File: src/rtl/disp_sched_pkg.sv
// Shared types and constants for the display round-robin scheduler.
// Optional BLANK gap state is enabled by DISP_SCHED_BLANK_EN.
package disp_sched_pkg;

    localparam int unsigned PRESC_W = 24;
    localparam int unsigned DWELL_W = 8;
    localparam logic [7:0]  BLANK_PAT = 8'h00;

    typedef enum logic [1:0] {
        StIdle,
        StHold,
        StBlank
    } state_e;

endpackage

File: src/rtl/tick_prescaler.sv
// Display-rate prescaler: counts 0..DIV-1 while enabled and pulses tick on the last count.
// A synchronous clear restarts the count so each grant or blank period starts on a full tick.
module tick_prescaler
    import disp_sched_pkg::*;
#(
    parameter logic [PRESC_W-1:0] DIV = 24'd10_000_000
) (
    input  logic clk,
    input  logic rst_n,
    input  logic ena,
    input  logic clr,
    output logic tick
);

    logic [PRESC_W-1:0] count_q;

    assign tick = ena && (count_q == (DIV - 24'd1));

    always_ff @(posedge clk or negedge rst_n) begin
        if (!rst_n) begin
            count_q <= '0;
        end else if (clr || tick) begin
            count_q <= '0;
        end else if (ena) begin
            count_q <= count_q + 24'd1;
        end
    end

endmodule

File: src/rtl/disp_sched.sv
// Round-robin scheduler granting the 8-bit display bus to one pattern source at a time.
// Define DISP_SCHED_BLANK_EN to insert a one-tick blank period after every release.
module disp_sched
    import disp_sched_pkg::*;
#(
    parameter int unsigned        NUM_REQ     = 4,
    parameter logic [PRESC_W-1:0] TICK_DIV    = 24'd10_000_000,
    parameter logic [DWELL_W-1:0] DWELL_TICKS = 8'd4
) (
    input  logic                 clk,
    input  logic                 rst_n,
    input  logic                 ena,
    input  logic [NUM_REQ-1:0]   req,
    input  logic [NUM_REQ*8-1:0] pat_in,
    output logic [NUM_REQ-1:0]   gnt,
    output logic [7:0]           disp_out,
    output logic                 busy,
    output logic                 tick
);

    localparam int unsigned PTR_W = $clog2(NUM_REQ);
    // A zero dwell setting behaves as a single tick.
    localparam logic [DWELL_W-1:0] DWELL_LAST =
        (DWELL_TICKS == '0) ? '0 : DWELL_TICKS - 8'd1;

    state_e             state_q;
    logic [PTR_W-1:0]   ptr_q;
    logic [DWELL_W-1:0] dwell_q;

    logic [7:0]         pat_arr [NUM_REQ];
    logic               found;
    logic [PTR_W-1:0]   win_idx;
    logic [NUM_REQ-1:0] win_onehot;
    logic               grant_c;
    logic               release_c;
    logic               presc_clr;

    for (genvar i = 0; i < NUM_REQ; i++) begin : g_pat
        assign pat_arr[i] = pat_in[8*i +: 8];
    end

    // Search upward from the slot after the last winner, wrapping modulo NUM_REQ.
    always_comb begin
        int unsigned idx;
        idx     = 0;
        found   = 1'b0;
        win_idx = '0;
        for (int unsigned i = 1; i <= NUM_REQ; i++) begin
            idx = (32'(ptr_q) + i) % NUM_REQ;
            if (!found && req[idx]) begin
                found   = 1'b1;
                win_idx = PTR_W'(idx);
            end
        end
    end

    always_comb begin
        win_onehot          = '0;
        win_onehot[win_idx] = found;
    end

    // While holding, ptr_q is the granted source.
    assign grant_c   = (state_q == StIdle) && ena && found;
    assign release_c = (tick && (dwell_q == DWELL_LAST)) || !req[ptr_q];

`ifdef DISP_SCHED_BLANK_EN
    assign presc_clr = grant_c || ((state_q == StHold) && release_c);
`else
    assign presc_clr = grant_c;
`endif

    assign busy = (state_q != StIdle);

    tick_prescaler #(
        .DIV (TICK_DIV)
    ) u_tick_prescaler (
        .clk   (clk),
        .rst_n (rst_n),
        .ena   (ena),
        .clr   (presc_clr),
        .tick  (tick)
    );

    always_ff @(posedge clk or negedge rst_n) begin
        if (!rst_n) begin
            state_q  <= StIdle;
            ptr_q    <= PTR_W'(NUM_REQ - 1);
            dwell_q  <= '0;
            gnt      <= '0;
            disp_out <= BLANK_PAT;
        end else begin
            unique case (state_q)
                StIdle: begin
                    gnt      <= '0;
                    disp_out <= BLANK_PAT;
                    if (grant_c) begin
                        gnt     <= win_onehot;
                        ptr_q   <= win_idx;
                        dwell_q <= '0;
                        state_q <= StHold;
                    end
                end
                StHold: begin
                    disp_out <= pat_arr[ptr_q];
                    if (release_c) begin
                        gnt <= '0;
`ifdef DISP_SCHED_BLANK_EN
                        state_q <= StBlank;
`else
                        state_q <= StIdle;
`endif
                    end else if (tick) begin
                        dwell_q <= dwell_q + 8'd1;
                    end
                end
`ifdef DISP_SCHED_BLANK_EN
                StBlank: begin
                    gnt      <= '0;
                    disp_out <= BLANK_PAT;
                    if (tick) begin
                        state_q <= StIdle;
                    end
                end
`endif
                default: begin
                    gnt      <= '0;
                    disp_out <= BLANK_PAT;
                    state_q  <= StIdle;
                end
            endcase
        end
    end

endmodule

File: config.mk
export PLATFORM = sky130hd
export DESIGN_NAME = disp_sched
export DESIGN_NICKNAME = d
export VERILOG_FILES = /design/src/rtl/disp_sched_pkg.sv /design/src/rtl/tick_prescaler.sv /design/src/rtl/disp_sched.sv
export SDC_FILE = /design/constraint.sdc
export NUM_CORES = 1
export LEC_CHECK = 0
export ABC_AREA = 1
export ABC_CLOCK_PERIOD_IN_PS = 5500
export CORE_UTILIZATION = 57
export DETAILED_ROUTE_END_ITERATION = 10
export PLACE_DENSITY = 0.88
export SLEW_MARGIN = 20
export SYNTH_ARGS = -nofsm -noshare
export SYNTH_HDL_FRONTEND = slang
export SYNTH_SLANG_ARGS = --single-unit
File: constraint.sdc
create_clock -name clk -period 5.5 [get_ports clk]
set_clock_uncertainty 0.15 [all_clocks]
set_input_delay 0.55 -clock clk [delete_from_list [all_inputs] [get_ports clk]]
set_output_delay 0.55 -clock clk [all_outputs]
set_load 0.02 [all_outputs]
[After elaboration in Yosys (flattened, before gate mapping)]
Cells that the tools add are included.
Storage, ports and cells
  register bits: 48
  input port bits: 39
  output and inout port bits: 14
  word-level logic and storage cells: 86
Operators by class
  add/sub/neg operators: 6
  magnitude comparators: 8
  equal/unequal tests: 7
  muxes and demuxes: 36
  bitwise operators: 2
  reductions and logical operators: 21
Operators with widths (number)
  2-to-1 mux 24 bit: 2
  2-to-1 mux 8 bit: 6
  adder 24 x 1 -> 24 bit (second input constant): 1
  == test 24 bit (second input constant): 1
  < comparator 2 x 3 -> 1 bit (second input constant): 6
  binary-select mux 8 bit (select 2 bit): 1
  case mux 8 bit (2 select lines): 1
  2-to-1 mux 2 bit: 6
  binary-select mux 1 bit (select 2 bit): 5
  2-to-1 mux 1 bit: 10
  adder 8 x 1 -> 8 bit (second input constant): 1
  == test 8 x 2 -> 1 bit (second input constant): 1
  logical AND 1 bit: 8
  2-to-1 mux 4 bit: 2
  case mux 4 bit (2 select lines): 1
  inequality test 2 bit (second input constant): 3
  nonzero test 2 bit: 3
  adder 2 x 1 -> 2 bit (second input constant): 2
  adder 2 bit (second input constant): 2
  bitwise AND 4 bit: 1
  zero test 1 bit: 4
  case mux 2 bit (2 select lines): 1
  AND reduction 2 bit: 2
  AND reduction 4 bit: 1
  other kinds (8): 9

[Logic depth before layout (Yosys ltp)]
Gate-level depths: netlist (run 1).
  depth in word-level cells: 20
  depth in mapped cells: 14

[Hierarchy]
From an unflattened synthesis (run 1), not the netlist that was laid out.
Unflattened totals
  cell total of the unflattened synthesis: 470
  area total of the unflattened synthesis: 3286.9 um^2
Modules (own cells, without submodules)
  tick_prescaler: times used 1, cells an instance 265, area each 1689.1 um^2, seq. area each 600.6 um^2
  disp_sched: times used 1, cells an instance 205, area each 1597.8 um^2, seq. area each 578.1 um^2

[Worst setup path before layout (run 1)]
No wires, ideal clock.
  path kind: input -> register
  start point: input ena
  end point: register u_tick_prescaler.count_q[14]
  library setup time: 0.123 ns
  data arrival time: 1.593 ns
  required time: 5.227 ns
  setup slack: 3.634 ns
  stages: 10
  cells stage by stage: buf_4 inv_2 nor2_2 nand2_1 nor2_2 nand2_1 nor3_2 nand2_1 nor2_1 nor3_2
Between the ends
  longest elaborated chain between the ends: 4
  elaborated cells between the ends (all ways): 6
Ends and longest elaborated chain
  from (decl): RTL line disp_sched.sv:12  | input logic ena,
  logical AND 1 bit (2 in a row): RTL line disp_sched.sv:63  | assign grant_c = (state_q == StIdle) && ena && found;
  logical OR 1 bit: RTL line tick_prescaler.sv:22  | end else if (clr || tick) begin
  2-to-1 mux 24 bit or nonzero test 2 bit (tied branches)
  to (signal assigned): RTL line tick_prescaler.sv:25  | count_q <= count_q + 24'd1;
  to (decl): RTL line tick_prescaler.sv:15  | logic [PRESC_W-1:0] count_q;
Several ways; a longest one is shown, not always the timed one.
A chain may end at the register's enable or synchronous reset.

[Worst setup path in the final report (run 1)]
  start point: input ena
  end point: output tick
Between the ends
  longest elaborated chain between the ends: 1
Ends and longest elaborated chain
  logical AND 1 bit: RTL line tick_prescaler.sv:17  | assign tick = ena && (count_q == (DIV - 24'd1));
  to (decl): RTL line disp_sched.sv:18  | output logic tick
No other way between the ends.

==> out/summary.txt, run 1 <==
DRT Pass-1 Iters: 5
First-pass GRT wire length: 11400 µm
Clock buffer depth: 2
H-tree levels: 2
Status: finished, final reports clean
Post-CTS setup buffers: 0
Layout Cells excl Fill: 498
Clk_lat worst skew: 300 ps
Synth area leader: dfrtp_1
Area growth syn-to-layout: 22.1%
Worst setup EP type: output pin
DR vias: 2659
Initial core utilization: 0.599
PortBufs: 52
Routed Antenna Nets: 0
Final TNS setup: 0 ps
Hold Vio Cnt, Final: 0
Synth top area cells: dfrtp_1 39%, nand2_1 13%, nand3_1 7.0%, nor2_1 6.4%, inv_1 4.8%
Ys Warns: 0
Gr ovfl total: 0
Layout Nets: 471
Row count: 25
Synthesized flop and latch total: 47
DPL Wire Length: 4850 µm
Clk root buf: clkbuf_8
Drt drc: 0
Final Setup Violations: 0
Inserted Clock Buffers: 5
Tcrit/Tclk final: 0.568
Crit path launch type: input pin
WL per Instance: 13.5 µm
Clk slew on worst S/H paths: 80 ps
Core ar.: 4790 µm²
Tot GR Track Use: 0.274
Sequential fraction of the synthesis area: 0.411
Post-cts sizing count: 0
Initial antenna violation count: 0
Proportion of layout cells with a drive suffix above 1: 0.0812
Mapped Nets: 422
Max Clk Rate: 320 MHz
Vias in the first global route: 2507
WP data required: 4800 ps
Pwr Density: 382 nW/µm²
Max-cap check violation count: 0
Die area: 5320 µm²
Clock net sink count: 47
Ports: 53
Worst Hold Class: in -> async
CTS Hold Buffers Added: 0
Netlist cell types: 39
RSZ-0062 raised after global routing: no
WS Path Type: in -> out
Placed cell count: 490
Worst-path fanout max: 10
Largest net degree at the start of global routing: 48
Synth Cell Area: 2870 µm²
Crit path DAT: 2420 ps
Slew @ Worst Pin: 617 ps
CTS tree: built
Crit. Startpoint: ena
Die Y: 72.9 µm
Diodes inserted: 0
Post-Syn Area per Cell: 7.53 µm²
Leak: 1.60 nW
Min cycle time layout: 3120 ps
Fin. max-slew vios: 0
Post-Syn Instances: 381
Worst r2r src: ptr_q[1]
Die W: 72.9 µm
Relative slew slack: 0.589
Synth top area share: 0.393
Total routed wirelength: 6730 µm
Vias per Instance: 5.34
Placer Congestion: 0.898
Worst IR Drop VDD: 0.000250 V
Iteration-0 DRC Markers: 238
==> final cells by class <==
cell class | count | area [µm²]
well taps | 67 | 83.8
inverters | 41 | 159
repair buffers | 52 | 518
clock inverters | 1 | 30.0
flip-flops and latches | 47 | 1180
multi-input cells | 283 | 1460
fillers | 375 | 1280
clock buffers | 7 | 76.3
==> cell usage after synthesis, drive strengths merged <==
cell type and number:
nand2 106, nor2 52, dfrtp 45, inv 41, nand3 41, nor3 12, o21ai 12, xor2 12
a31oi 9, nand4 9, a22oi 8, buf 8, a21oi 4, nor3b 4, xnor2 4, clkbuf 2
dfstp 2, ha 2, nor4 2, a211oi 1, mux2i 1, nand3b 1, o211ai 1, o21bai 1
or3 1
==> metrics by stage <==
| step | utilization | total power, W | hold slack, ps | area (µm²) | worst slack, ps |
|---|---|---|---|---|---|
| finish | 0.732 | 0.00134 | 99.1 | 3500 | 2380 |
| global route | 0.732 | 0.00142 | 146 | 3500 | 2270 |
| CTS | 0.731 | 0.00134 | 326 | 3500 | 2390 |
| detailed placement | 0.709 | 0.00109 | 343 | 3390 | 2390 |
| global placement | 0.709 | 0.00107 | 317 | 3390 | 2490 |
| floorplan | - | 0.000903 | 104 | 2870 | 3630 |
==> state kept, by name, indices dropped and copies added, names as in the netlist <==
signal                    cells
gnt                           4
disp_out                      8
dwell_q                       8
ptr_q                         2
u_tick_prescaler.count_q     24
state_q                       1
==> placed cells by master, fill, tap and decap left out, drive strengths merged, types with 4 or more instances in the layout <==
cell,instances
inv,41
clkbuf,7
a21oi,4
a31oi,9
clkdlybuf4s50,51
nand4,9
nand3,41
nand2,106
o21ai,12
nor3,12
dfrtp,45
nor3b,4
a22oi,8
nor2,52
xor2,12
xnor2,4
==> worst max-delay path: stages <==
cell	delay [ps]
clkdlybuf4s50_1	710
nand3_1	160
nor2_1	120
nand2_1	110
inv_1	140
clkdlybuf4s50_1	620
==> cells by family (layout without fill, tap and decap cells) <==
logic type                 after synthesis  in the layout  synth area share
AOI/OAI and AO/OA                       36             36            0.0794
muxes                                    1              1           0.00349
and+or+nand+nor                        228            228             0.367
xor gates and xnor gates                16             16            0.0489
adders and majority gates                2              2           0.00872
DFF                                     47             47             0.411
buffers and inverters                   51            101            0.0812
==> where the power goes <==
part	switching [W]	total, W	leakage [nW]	internal (W)
clock network	0.000114	0.000250	0.0524	0.000136
logic	0.000382	0.000604	0.915	0.000222
registers	0.0000714	0.000484	0.637	0.000413
total	0.000567	0.00134	1.60	0.000771
==> worst paths after layout <==
path	endpoint	slack, ps	cells after the start
min	dwell_q[4]	100	1
min in group clk	gnt[1]	360	2
max reg2reg	u_tick_prescaler.count_q[5]	3070	10
max	tick	2380	6
min reg2reg	gnt[1]	360	2
max in group asynchronous	gnt[1]	4670	1
==> per-layer routing <==
layer	global-route usage	part of all wire	up-vias
met3	0.0414	0.036	13
met4	0.0828	0.018	0
met2	0.440	0.48	68
met5	0	0	-
met1	0.382	0.46	1233
li1	-	-	1345
No activity file was read; power rests on OpenSTA's default activity.
==> run 2: changes to the inputs <==
Settings changed: ABC_CLOCK_PERIOD_IN_PS 5500 to 2800, CORE_UTILIZATION 57 to 47, PLACE_DENSITY 0.88 to 0.78.
Clock period 5.5 ns to 2.8 ns, I/O delays scaled along.
==> run 2 against run 1 <==
Clock-buffer cell count shrank 2. Non-clock buffer count grew 3. Critical path depth is the same. Sequential share of layout area shrank 0.39 points. Die area grew 21%. Register-to-register slack lost 2600 ps. Final cell count grew 2.2%. Via count grew 0.30%. Critical path type is now reg -> out.
==> out/summary.txt, run 2 (synthesis results as in run 1) <==
Status: finished, final reports clean
Crit path DAT: 2140 ps (-280 ps)
Crit. Startpoint: u_tick_prescaler.count_q[1]
Largest regs: u_tick_prescaler.count_q: 24 flops, disp_out: 8 flops, dwell_q: 8 flops
Largest register FFs: 24 (unchanged)
Min cycle time layout: 2570 ps
Fin. max-slew vios: 0 (unchanged)
Crit-path cells: ha_1 -> nand4_1 -> nor2_1 -> nand2_1 -> inv_1 -> clkdlybuf4s50_1
DPL Wire Length: 5010 µm (+3.1%)
Crit-path max cell delay: 620 ps (-90 ps)
CTS tree: built
Worst reg-to-reg setup slack: 460 ps (-2610 ps)
Largest net degree at the start of global routing: 48 (unchanged)
First-pass GRT wire length: 11000 µm (-3.3%)
Layout Nets: 474 (+0.64%)
Reg with most FFs: u_tick_prescaler.count_q
Clock buffer depth: 2 (unchanged)
Vias in the first global route: 2423 (-3.4%)
Worst setup EP type: output pin
PortBufs: 52 (unchanged)
Total routed wirelength: 6600 µm (-2.0%)
Ports: 53 (unchanged)
Diodes inserted: 0 (unchanged)
Inserted Clock Buffers: 5 (unchanged)
Placer Congestion: 0.951 (+5.9%)
Most frequent cells in the layout: 98 x nand2_1, 51 x clkdlybuf4s50_1, 49 x nor2_1, 45 x dfrtp_1, 40 x nand3_1
Clk slew on worst S/H paths: 90 ps (about the same)
Iteration-0 DRC Markers: 222 (-6.7%)
Core ar.: 5890 µm² (+23%)
Post-route cell area: 3540 µm² (+1.2%)
DRT Pass-1 Iters: 4 (-1)
Slew @ Worst Pin: 595 ps (-21.4 ps)
WS Path Type: reg -> out
Initial antenna violation count: 0 (unchanged)
Die area: 6420 µm² (+21%)
Area growth syn-to-layout: 23.6%
Vias per Instance: 5.24 (-1.9%)
Hold Vio Cnt, Final: 0 (unchanged)
Initial core utilization: 0.487 (-0.112)
Hold slack: 351 ps (+252 ps)
WL per Instance: 13.0 µm (-4.1%)
Tcrit/Tclk final: 0.917
Post-CTS setup buffers: 0 (unchanged)
Worst IR Drop VDD: 0.000513 V (+110%)
Placed cell areas: 3420 µm² (+0.74%)
Max Clk Rate: 390 MHz
H-tree levels: 2 (unchanged)
Proportion of layout cells with a drive suffix above 1: 0.0899 (+0.00866)
Worst r2r src: ptr_q[0]
Final Setup Violations: 0 (unchanged)
Worst-path fanout max: 4 (-6)
Worst path slowest cell: clkdlybuf4s50_1
Routed Antenna Nets: 0 (unchanged)
Crit path launch type: register
Leak: 1.62 nW (+1.2%)
Clk_lat worst skew: 300 ps (about the same)
Critical hold path startpoint: gnt[3]
Relative slew slack: 0.603 (+0.0143)
Tot GR Track Use: 0.220 (-0.0531)
Row count: 28 (+12%)
Max-cap check violation count: 0 (unchanged)
Die Y: 80.1 µm (+9.8%)
Critical path's top delay family: buffers and inverters
DR vias: 2667 (+0.30%)
Gr ovfl total: 0 (unchanged)
Drt drc: 0 (unchanged)
WP data required: 2370 ps (-2430 ps)
Most common cell after layout, fill and taps aside: nand2_1
Clock net sink count: 47 (unchanged)
Clk root buf: clkbuf_8
Die W: 80.1 µm (+9.8%)
RSZ-0062 raised after global routing: no
Crit path buffers/inverters: 2 (-1)
Worst Hold Class: reg -> reg
Final TNS setup: 0 ps (unchanged)
Pwr Density: 744 nW/µm² (+95%)
## run 2: cell type report
type	count	area (µm²)
clock buffer	5	68.8
inverter	41	159
sequential	47	1180
timing repair buffer	55	543
clock inverter	3	43.8
multi-input combinational	283	1460
tap	75	93.8
fill	530	2340
## run 2: where the power goes
part,switching (W),internal [W]
registers,0.000113,0.000810
logic,0.000762,0.000446
clock network,0.000239,0.000266
total,0.00111,0.00152
## run 2: path summary, 6_finish.rpt
path | end | depth (start not counted)
min reg2reg | gnt[3] | 2
max in group asynchronous | disp_out[6] | 2
min | gnt[3] | 2
min in group asynchronous | u_tick_prescaler.count_q[8] | 2
max | tick | 6
max reg2reg | u_tick_prescaler.count_q[5] | 10
## run 2: routing by layer
metal	track usage	wire, µm	vias up
met4	0.0518	51	0
met1	0.315	3180	1271
li1	-	-	1342
met3	0.0386	195	6
met2	0.346	3170	48
met5	0	0	-
## run 2: what timing repair did
| action | 4_1_cts | 5_1_grt |
|---|---|---|
| endpoints found under the hold margin | 0 | 45 |
| hold buffers | 0 | 1 |
| resized for setup | 0 | 0 |
## run 2: through the flow
| step | total power, W | setup WS (ps) | cells | utilization |
|---|---|---|---|---|
| floorplan | 0.00177 | 1000 | 381 | - |
| global placement | 0.00211 | 520 | 500 | 0.581 |
| detailed placement | 0.00214 | 459 | 500 | 0.581 |
| CTS | 0.00264 | 236 | 508 | 0.600 |
| global route | 0.00282 | 46.0 | 509 | 0.602 |
| finish | 0.00263 | 233 | 509 | 0.602 |
## run 2: worst reg2reg max path, stage by stage (launching register included)
cell and delay (ps):
dfstp_2 770, inv_6 130, nand2_1 90, nand2_1 60, nand2_1 90, nand2_2 80
nor2_4 100, nand3_2 90, nand2_4 120, nand2_2 290, nor3b_1 280
